===== config.mk =====
export PLATFORM = sky130hd
export DESIGN_NAME = s1_decode_skid_reg
export DESIGN_NICKNAME = d
export VERILOG_FILES = /design/src/rtl/s1_pkg.sv /design/src/rtl/s1_decode_skid_reg_decode.sv /design/src/rtl/s1_decode_skid_reg.sv
export SDC_FILE = /design/constraint.sdc
export NUM_CORES = 1
export LEC_CHECK = 0
export ABC_CLOCK_PERIOD_IN_PS = 6260
export BUFFER_PORTS_ARGS = -buffer_cell sky130_fd_sc_hd__clkbuf_2
export CAP_MARGIN = 20
export CORE_UTILIZATION = 55
export DETAILED_ROUTE_END_ITERATION = 7
export GPL_TIMING_DRIVEN = 1
export PLACE_DENSITY = 0.79
export SLEW_MARGIN = 20
export SYNTH_ARGS = -nofsm -noshare
export SYNTH_HDL_FRONTEND = slang
export SYNTH_HIERARCHICAL = 1
export SYNTH_SLANG_ARGS = --single-unit

===== constraint.sdc =====
create_clock -name clk -period 6.26 [get_ports clk]
set_input_delay 1.252 -clock clk [delete_from_list [all_inputs] [get_ports clk]]
set_output_delay 1.252 -clock clk [all_outputs]
set_load 0.01 [all_outputs]

===== src/rtl/s1_pkg.sv =====
// s1_pkg: shared definitions for the stage-1 decode pipeline register.
//   - opcode constants and the I-type opcode class
//   - ALU operation encodings (raw funct[2:0] / opcode[2:0] values)
//   - instruction field bit positions
//   - s1_dec_t: decoded control fields held in each skid entry; the
//     extended immediate travels alongside it because its width is DATA_W
package s1_pkg;

    localparam int INSTR_W = 32;
    localparam int REG_W   = 5;

    localparam logic [5:0] OP_RTYPE       = 6'b000000;
    localparam logic [2:0] OP_ITYPE_CLASS = 3'b001;

    // ALU operation encodings. R-type passes funct[2:0] and I-type passes
    // opcode[2:0], so both share this numbering.
    localparam logic [2:0] ALU_ADD  = 3'b000;
    localparam logic [2:0] ALU_ADDU = 3'b001;
    localparam logic [2:0] ALU_SLT  = 3'b010;
    localparam logic [2:0] ALU_SLTU = 3'b011;
    localparam logic [2:0] ALU_AND  = 3'b100;
    localparam logic [2:0] ALU_OR   = 3'b101;
    localparam logic [2:0] ALU_XOR  = 3'b110;
    localparam logic [2:0] ALU_LUI  = 3'b111;
    localparam logic [2:0] ALU_NONE = 3'b000;

    // Field bit positions
    localparam int OP_MSB    = 31;
    localparam int OP_LSB    = 26;
    localparam int RS_MSB    = 25;
    localparam int RS_LSB    = 21;
    localparam int RT_MSB    = 20;
    localparam int RT_LSB    = 16;
    localparam int RD_MSB    = 15;
    localparam int RD_LSB    = 11;
    localparam int IMM_MSB   = 15;
    localparam int IMM_LSB   = 0;
    localparam int FUNCT_LSB = 0;

    typedef struct packed {
        logic [REG_W-1:0] rs;
        logic [REG_W-1:0] rt;
        logic [REG_W-1:0] ws;
        logic             we;
        logic             src;
        logic [2:0]       alu_op;
    } s1_dec_t;

    function automatic logic is_itype(input logic [5:0] opcode);
        return opcode[5:3] == OP_ITYPE_CLASS;
    endfunction

endpackage


===== src/rtl/s1_decode_skid_reg_decode.sv =====
// s1_instr_decode: combinational instruction decoder.
//   instr  in   32      raw instruction word
//   dec    out  struct  register selects and ALU control
//   imm    out  DATA_W  zero-extended (I-type logical) or sign-extended immediate
module s1_instr_decode
    import s1_pkg::*;
#(
    parameter int DATA_W = 32
) (
    input  logic [INSTR_W-1:0] instr,
    output s1_dec_t            dec,
    output logic [DATA_W-1:0]  imm
);

    logic [5:0]  opcode;
    logic [15:0] imm16;
    logic        zext;

    always_comb begin
        opcode     = instr[OP_MSB:OP_LSB];
        imm16      = instr[IMM_MSB:IMM_LSB];
        zext       = 1'b0;
        dec        = '0;
        dec.alu_op = ALU_NONE;
        // Register selects are decoded for every opcode.
        dec.rs     = instr[RS_MSB:RS_LSB];
        dec.rt     = instr[RT_MSB:RT_LSB];
        if (opcode == OP_RTYPE) begin
            dec.alu_op = instr[FUNCT_LSB+2:FUNCT_LSB];
            dec.ws     = instr[RD_MSB:RD_LSB];
            dec.we     = 1'b1;
        end else if (is_itype(opcode)) begin
            dec.alu_op = opcode[2:0];
            dec.ws     = instr[RT_MSB:RT_LSB];
            dec.src    = 1'b1;
            dec.we     = 1'b1;
            // opcode[2] marks the logical group (andi/ori/xori/lui)
            zext       = opcode[2];
        end
        if (zext) imm = DATA_W'(imm16);
        else      imm = DATA_W'($signed(imm16));
    end

endmodule


===== src/rtl/s1_decode_skid_reg.sv =====
// s1_decode_skid_reg: decode stage register with a 2-entry skid buffer.
//   clk, rst                 clock, async active-high reset
//   in_valid/in_ready/InstrIn  fetch handshake; in_ready is a flop (occ < 2)
//   flush                    drop buffered and incoming instructions
//   out_valid/out_ready      stage-2 handshake on the head entry
//   S1_*                     decoded fields of the head entry
//   stall_cnt                saturating count of out_valid & ~out_ready cycles
//
// Storage is a head register (drives the outputs directly) plus one skid
// register. The head register is only rewritten when a new entry moves into
// it, so with out_valid = 0 the outputs keep showing the last head.
module s1_decode_skid_reg
    import s1_pkg::*;
#(
    parameter int DATA_W = 32,
    parameter int CNT_W  = 16
) (
    input  logic                clk,
    input  logic                rst,
    input  logic                in_valid,
    output logic                in_ready,
    input  logic [INSTR_W-1:0]  InstrIn,
    input  logic                flush,
    input  logic                out_ready,
    output logic                out_valid,
    output logic [REG_W-1:0]    S1_ReadSelect1,
    output logic [REG_W-1:0]    S1_ReadSelect2,
    output logic [REG_W-1:0]    S1_WriteSelect,
    output logic                S1_WriteEnable,
    output logic                S1_DataSrc,
    output logic [2:0]          S1_ALUOp,
    output logic [DATA_W-1:0]   S1_IMM,
    output logic [CNT_W-1:0]    stall_cnt
);

    s1_dec_t           in_dec, head_dec, skid_dec;
    logic [DATA_W-1:0] in_imm, head_imm, skid_imm;
    logic [1:0]        occ, occ_nxt;
    logic              accept, pop;
    logic              load_head, load_skid, head_from_skid;

    s1_instr_decode #(.DATA_W(DATA_W)) u_decode (
        .instr (InstrIn),
        .dec   (in_dec),
        .imm   (in_imm)
    );

    always_comb begin
        // flush wins over both handshakes
        accept         = in_valid & in_ready & ~flush;
        pop            = out_valid & out_ready & ~flush;
        occ_nxt        = occ;
        load_head      = 1'b0;
        load_skid      = 1'b0;
        head_from_skid = 1'b0;
        if (flush) begin
            occ_nxt = 2'd0;
        end else begin
            case (occ)
                2'd0: if (accept) begin
                    load_head = 1'b1;
                    occ_nxt   = 2'd1;
                end
                2'd1: if (accept && pop) begin
                    load_head = 1'b1;
                end else if (accept) begin
                    load_skid = 1'b1;
                    occ_nxt   = 2'd2;
                end else if (pop) begin
                    occ_nxt = 2'd0;
                end
                default: if (pop) begin
                    // full: in_ready is low, so no accept can coincide
                    head_from_skid = 1'b1;
                    occ_nxt        = 2'd1;
                end
            endcase
        end
    end

    always_ff @(posedge clk or posedge rst) begin
        if (rst) begin
            occ       <= 2'd0;
            out_valid <= 1'b0;
            in_ready  <= 1'b1;
            head_dec  <= '0;
            head_imm  <= '0;
            skid_dec  <= '0;
            skid_imm  <= '0;
            stall_cnt <= '0;
        end else begin
            occ       <= occ_nxt;
            out_valid <= (occ_nxt != 2'd0);
            in_ready  <= (occ_nxt != 2'd2);
            if (load_head) begin
                head_dec <= in_dec;
                head_imm <= in_imm;
            end else if (head_from_skid) begin
                head_dec <= skid_dec;
                head_imm <= skid_imm;
            end
            if (load_skid) begin
                skid_dec <= in_dec;
                skid_imm <= in_imm;
            end
            if (out_valid && !out_ready && !(&stall_cnt))
                stall_cnt <= stall_cnt + CNT_W'(1);
        end
    end

    assign S1_ReadSelect1 = head_dec.rs;
    assign S1_ReadSelect2 = head_dec.rt;
    assign S1_WriteSelect = head_dec.ws;
    assign S1_WriteEnable = head_dec.we;
    assign S1_DataSrc     = head_dec.src;
    assign S1_ALUOp       = head_dec.alu_op;
    assign S1_IMM         = head_imm;

endmodule

* After elaboration in Yosys (flattened, before gate mapping)
Cells that the tools add are included. Widths: inputs -> output; s select.
Word-level totals: flip-flop bits (word level) 124, bits of input ports 37, output and inout bits 70
Operators by class: add/sub/neg operators 1, equal/unequal tests 3, mux-type cells 28, bitwise operators 5, reductions and logical operators 11
Operators with widths (count):
- $mux 32 | 3
- $mux 20 | 2
- $add 16x1->16 const B | 1
- $reduce_and 16->1 | 1
- $mux 1 | 12
- $mux 2 | 6
- $mux 10 | 1
- $logic_not 6->1 | 1
- $mux 6 | 1
- $and 1x1->1 | 4
- $pmux 2 s2 | 1
- $reduce_bool 2->1 | 2
- $eq 3x1->1 const B | 1
- $logic_and 1x1->1 | 3
- $mux 3 | 1
- $eq 2x1->1 const B | 1
- $logic_not 1->1 | 2
- $logic_not 2->1 | 1
- $ne 2x2->1 const B | 1
- $pmux 1 s2 | 1
- $reduce_or 2->1 | 1
- $not 1->1 | 1

* Longest topological paths before layout
depth in word-level cells 8, gate-level depth with buffers 6, mapped depth without buffers 5

* Cells and area by module
Netlist, hierarchy kept.
Modules (own cells, without submodules):
- s1_decode_skid_reg | times used 1, cells an instance 378, area each 5398.9 µm², sequential area each 3104.2 µm²
- s1_instr_decode | times used 1, cells an instance 55, area each 445.4 µm², sequential area each 0.0 µm²

* Worst setup path before layout
No wires, ideal clock.
path kind input port to flip-flop, start point in InstrIn[29], end point reg head_imm[17], in the netlist S1_IMM[17], library setup time 0.064 ns, arrival 2.869 ns, data required time 6.196 ns, path slack 3.327 ns, stages on the path 5, cell sequence nor3b_4 > a21boi_0 > buf_4 > a22o_1 > a21o_1
On the way: longest elaborated chain between the ends 5, elaborated cells between the ends (all ways) 6
RTL lines:
- from (decl) | RTL line s1_decode_skid_reg.sv:22 | input logic [INSTR_W-1:0] InstrIn,
- $eq 3x1->1 | RTL line s1_pkg.sv:50 | return opcode[5:3] == OP_ITYPE_CLASS;
- $mux 1 | RTL line s1_decode_skid_reg_decode.sv:32 | end else if (is_itype(opcode)) begin
- $mux 1 (*) | RTL line s1_decode_skid_reg_decode.sv:28 | if (opcode == OP_RTYPE) begin
- $mux 32 (*) | RTL line s1_decode_skid_reg_decode.sv:40 | if (zext) imm = DATA_W'(imm16);
- via in_imm[17] | RTL line s1_decode_skid_reg.sv:37 | logic [DATA_W-1:0] in_imm, head_imm, skid_imm;
- $mux 32 (*) | RTL line s1_decode_skid_reg.sv:95 | if (load_head) begin
- to (signal assigned) | RTL line s1_decode_skid_reg.sv:97 | head_imm <= in_imm;
- to (signal assigned) | RTL line s1_decode_skid_reg.sv:100 | head_imm <= skid_imm;
- to (decl) | RTL line s1_decode_skid_reg.sv:37
Mark *: on every way through the listed nets, which the timed path passes. The rest lies on a longest branch. A chain may end at the register's enable or synchronous reset.

* Worst setup path in the final report
start point in out_ready, end point reg skid_imm[1]
On the way: longest elaborated chain between the ends 6
RTL lines:
- from (decl) | RTL line s1_decode_skid_reg.sv:24 | input logic out_ready,
- $and 1x1->1 (2 in a row) | RTL line s1_decode_skid_reg.sv:51 | pop = out_valid & out_ready & ~flush;
- $logic_and 1x1->1 | RTL line s1_decode_skid_reg.sv:64 | 2'd1: if (accept && pop) begin
- $mux 1 | RTL line s1_decode_skid_reg.sv:64
- $mux 1 | RTL line s1_decode_skid_reg.sv:59 | case (occ)
- $mux 1 | RTL line s1_decode_skid_reg.sv:56 | if (flush) begin
- to (signal assigned) | RTL line s1_decode_skid_reg.sv:104 | skid_imm <= in_imm;
- to (decl) | RTL line s1_decode_skid_reg.sv:37
No other way between the ends.

==> flow_metrics.env <==
export IMPL_run_status="finished clean"
export IMPL_grt_pass1_wl_um=20400
export IMPL_place_hpwl_um=7470
export IMPL_power_frac_clock_pct=37.5
export IMPL_ys_seq_area_share_pct=53.1
export IMPL_wl_per_cell_um=18.9
export IMPL_grtUsageTotal_pct=23.9
export IMPL_pwr_share_comb_pct=19.6
export IMPL_path_class="in2reg"
export IMPL_worstPathArrival_ns=2.99
export IMPL_clock_sinks=124
export IMPL_crit_buf_inv=1
export IMPL_ant_nets=0
export IMPL_rsz0062_at_grt="no"
export IMPL_hold_viol=0
export IMPL_fin_cells=647
export IMPL_r2r_start="in_ready"
export IMPL_start_kind="input port"
export IMPL_firstDrtPassIters=5
export IMPL_power_density_mw_per_mm2=405
export IMPL_synthFlopType="dfrtp_1"
export IMPL_area_growth_pct=15.9
export IMPL_max_vdd_ir_drop_uv=195
export IMPL_async_reset_ff_share_pct=100
export IMPL_clk_pin_slew_ns=0.06
export IMPL_cts_root_buf="clkbuf_8"
export IMPL_fin_crit_sh_pct=41.6
export IMPL_numCtsBuffers=17
export IMPL_cp_end_kind="register"
export IMPL_start_util_pct=56.6
export IMPL_max_stage_delay_ns=0.85
export IMPL_vias=3748
export IMPL_r2r_end="S1_IMM[31]"
export IMPL_maxSlewViolCount=0
export IMPL_max_freq_ghz=0.384
export IMPL_setup_viol_count_final=0
export IMPL_dpl_cell_count=614
export IMPL_place_port_buffers=106
export IMPL_die_width_um=105
export IMPL_clock_latency_ns=0.51
export IMPL_drive_gt1_share_pct=41.3
export IMPL_worstPathRequired_ns=6.65
export IMPL_hold_class="reg2reg"
export IMPL_cp_slowest_cell="or3_4"
export IMPL_period_needed_ns=2.60
export IMPL_antenna_found_initial=0
export IMPL_ff2ff_path_depth=6
export IMPL_setup_slack_ns=3.66
export IMPL_skew_ns=0.00798
export IMPL_die_h_um=105
export IMPL_cts_hold_buf=0
export IMPL_reg2reg_slack_ns=4.06
export IMPL_post_route_drc_count=0
export IMPL_post_cts_resized=0
export IMPL_place_area_mm2=0.00612
export IMPL_design_area_mm2=0.00677
export IMPL_worst_pin_slew_ns=1.02
export IMPL_min_path_cells=1
export IMPL_holdCritStartpoint="S1_IMM[30]"
export IMPL_path_delay_family="simple AND/OR/NAND/NOR gates"
export IMPL_pwr_share_seq_pct=42.9
export IMPL_p_switching_uw=737
export IMPL_swShare_pct=26.9
export IMPL_syn_nets=471
export IMPL_min_to="S1_IMM[30]"
export IMPL_tns_ns=0
export IMPL_cts_max_level=4
export IMPL_grt_max_degree=78
export IMPL_yosysWarnings=6
export IMPL_p_int_uw=2000
export IMPL_die_area_mm2=0.0110
export IMPL_vias_per_cell=5.79
export IMPL_antenna_cells=0
export IMPL_maxCapViolations=0
export IMPL_fin_util_pct=65.6
export IMPL_leakage_uw=0.00367
export IMPL_finalNetCount=536
export IMPL_synth_cells=433
export IMPL_gr_total_overflow=0
export IMPL_slew_headroom_pct=32.2
export IMPL_rows=37
export IMPL_path_cells="clkbuf_2 -> nand2_1 -> o21ai_2 -> or3_4 -> mux2_2"
export IMPL_netlist_area_mm2=0.00584
export IMPL_dr_first_iter_drc_count=248
export IMPL_place_congestion=0.778
export IMPL_postCtsSetupBuffers=0
export IMPL_core_mm2=0.0103
export IMPL_synth_seq_cells=124
export IMPL_ios=107
export IMPL_cts_path_max_buffers=2
export IMPL_postSynthAreaPerCell_um2=13.5
export IMPL_synth_edf_count=0
export IMPL_wl_um=12200
export IMPL_crit_fanout=54
export IMPL_tritoncts="built"
export IMPL_synth_cell_type_count=45
export IMPL_pre_cts_slack_ns=3.01
export IMPL_grt_pass1_vias=3873
export IMPL_cp_startpoint="out_ready"
## logic make-up after synthesis
logic type | Yosys count | share of synthesized area [%]
adders and majority gates | 1 | 0.214
AOI/OAI and AO/OA | 125 | 17.4
DFF | 124 | 53.1
muxes | 55 | 13.7
and+or+nand+nor | 45 | 4.88
xor gates and xnor gates | 13 | 1.95
buffers and inverters | 70 | 8.71
## through the flow
| stage | hold slack, ns | power [µW] |
|---|---|---|
| 3_3_place_gp | 0.461 | 1680 |
| 4_1_cts | 0.478 | 2760 |
| 5_1_grt | 0.497 | 2870 |
| 3_5_place_dp | 0.464 | 1720 |
| 6_report | 0.473 | 2740 |
| 2_1_floorplan | 0.480 | 1540 |
## worst max path at each step
stage | endpoint | slack (ns) | depth (start not counted)
final | skid_imm[1] | 3.66 | 5
after CTS | S1_IMM[15] | 3.55 | 6
after global placement | S1_IMM[24] | 3.08 | 6
after floorplan | S1_ALUOp[0] | 1.71 | 1
after detailed placement | S1_IMM[0] | 3.01 | 6
after global routing | skid_imm[1] | 3.55 | 5
## per-layer routing
layer | up-vias | wire [µm] | track usage [%]
met1 | 1918 | 5270 | 31.9
met5 | - | 0 | 0
met3 | 14 | 579 | 5.55
met4 | 0 | 176 | 8.75
met2 | 125 | 6180 | 38.4
li1 | 1691 | - | -
## Yosys cell counts, types with 2 or more instances
library cell,instances,area (µm²)
inv_1,4,15.0
and4_1,3,26.3
clkbuf_1,2,7.51
buf_2,12,60.1
buf_1,4,15.0
a22o_1,52,455
xnor2_1,6,52.6
nand3_1,4,20.0
nand2_1,8,30.0
a21o_1,52,390
buf_8,3,45.0
mux2_4,48,721
dfrtp_1,123,3080
nor3_1,4,20.0
a32o_1,8,80.1
buf_4,42,315
a21oi_1,4,20.0
nor3_2,2,20.0
xor2_1,7,61.3
nor4_1,3,18.8
nor2_1,7,26.3
buf_12,2,40.0
mux2_2,6,67.6
nor2b_1,2,12.5
nand4_1,5,31.3
## worst register-to-register path, cell delays in order (launching register included)
cell and delay, ns:
dfstp_2 0.56, nand3b_4 0.11, a211oi_4 0.21, buf_4 0.53
nor2_4 0.23, buf_12 0.23, a21o_1 0.22
## final cells by class
| cell class | instances | area [µm²] |
|---|---|---|
| fillers | 734 | 3550 |
| clock inverters | 13 | 191 |
| clock buffers | 19 | 442 |
| flip-flops and latches | 124 | 3100 |
| multi-input cells | 239 | 2260 |
| well taps | 136 | 170 |
| inverters | 4 | 17.5 |
| repair buffers | 112 | 588 |
## cells in the final DEF, fill, tap and decap left out, types with 4 or more instances in the layout
cell	netlist	layout
clkbuf_16	0	16
xor2_1	7	7
a32o_1	8	8
a21o_1	52	52
nand2_1	8	8
dfrtp_1	123	123
nor2_1	7	6
buf_4	42	5
xnor2_1	6	6
mux2_4	48	48
nand3_1	4	4
nand4_1	5	5
clkbuf_2	0	106
bufinv_16	0	4
clkinv_4	0	5
mux2_2	6	6
a21oi_1	4	4
a22o_1	52	52
## state kept, by name, indices dropped and copies added (netlist names)
signal,flops
skid_dec,20
S1_WriteEnable,1
S1_IMM,32
in_ready,1
S1_ReadSelect2,5
S1_DataSrc,1
occ,2
out_valid,1
stall_cnt,16
S1_ALUOp,3
S1_WriteSelect,5
S1_ReadSelect1,5
skid_imm,32
## power by group through the flow
stage                     Sequential (µW)  Combinational (µW)  Clock [µW]
final                                1170                 537        1030
after global routing                 1200                 583        1090
after detailed placement             1180                 534           0
after floorplan                      1190                 352           0
after CTS                            1170                 544        1040
after global placement               1170                 514           0
Power figures use the tool's default switching activity.
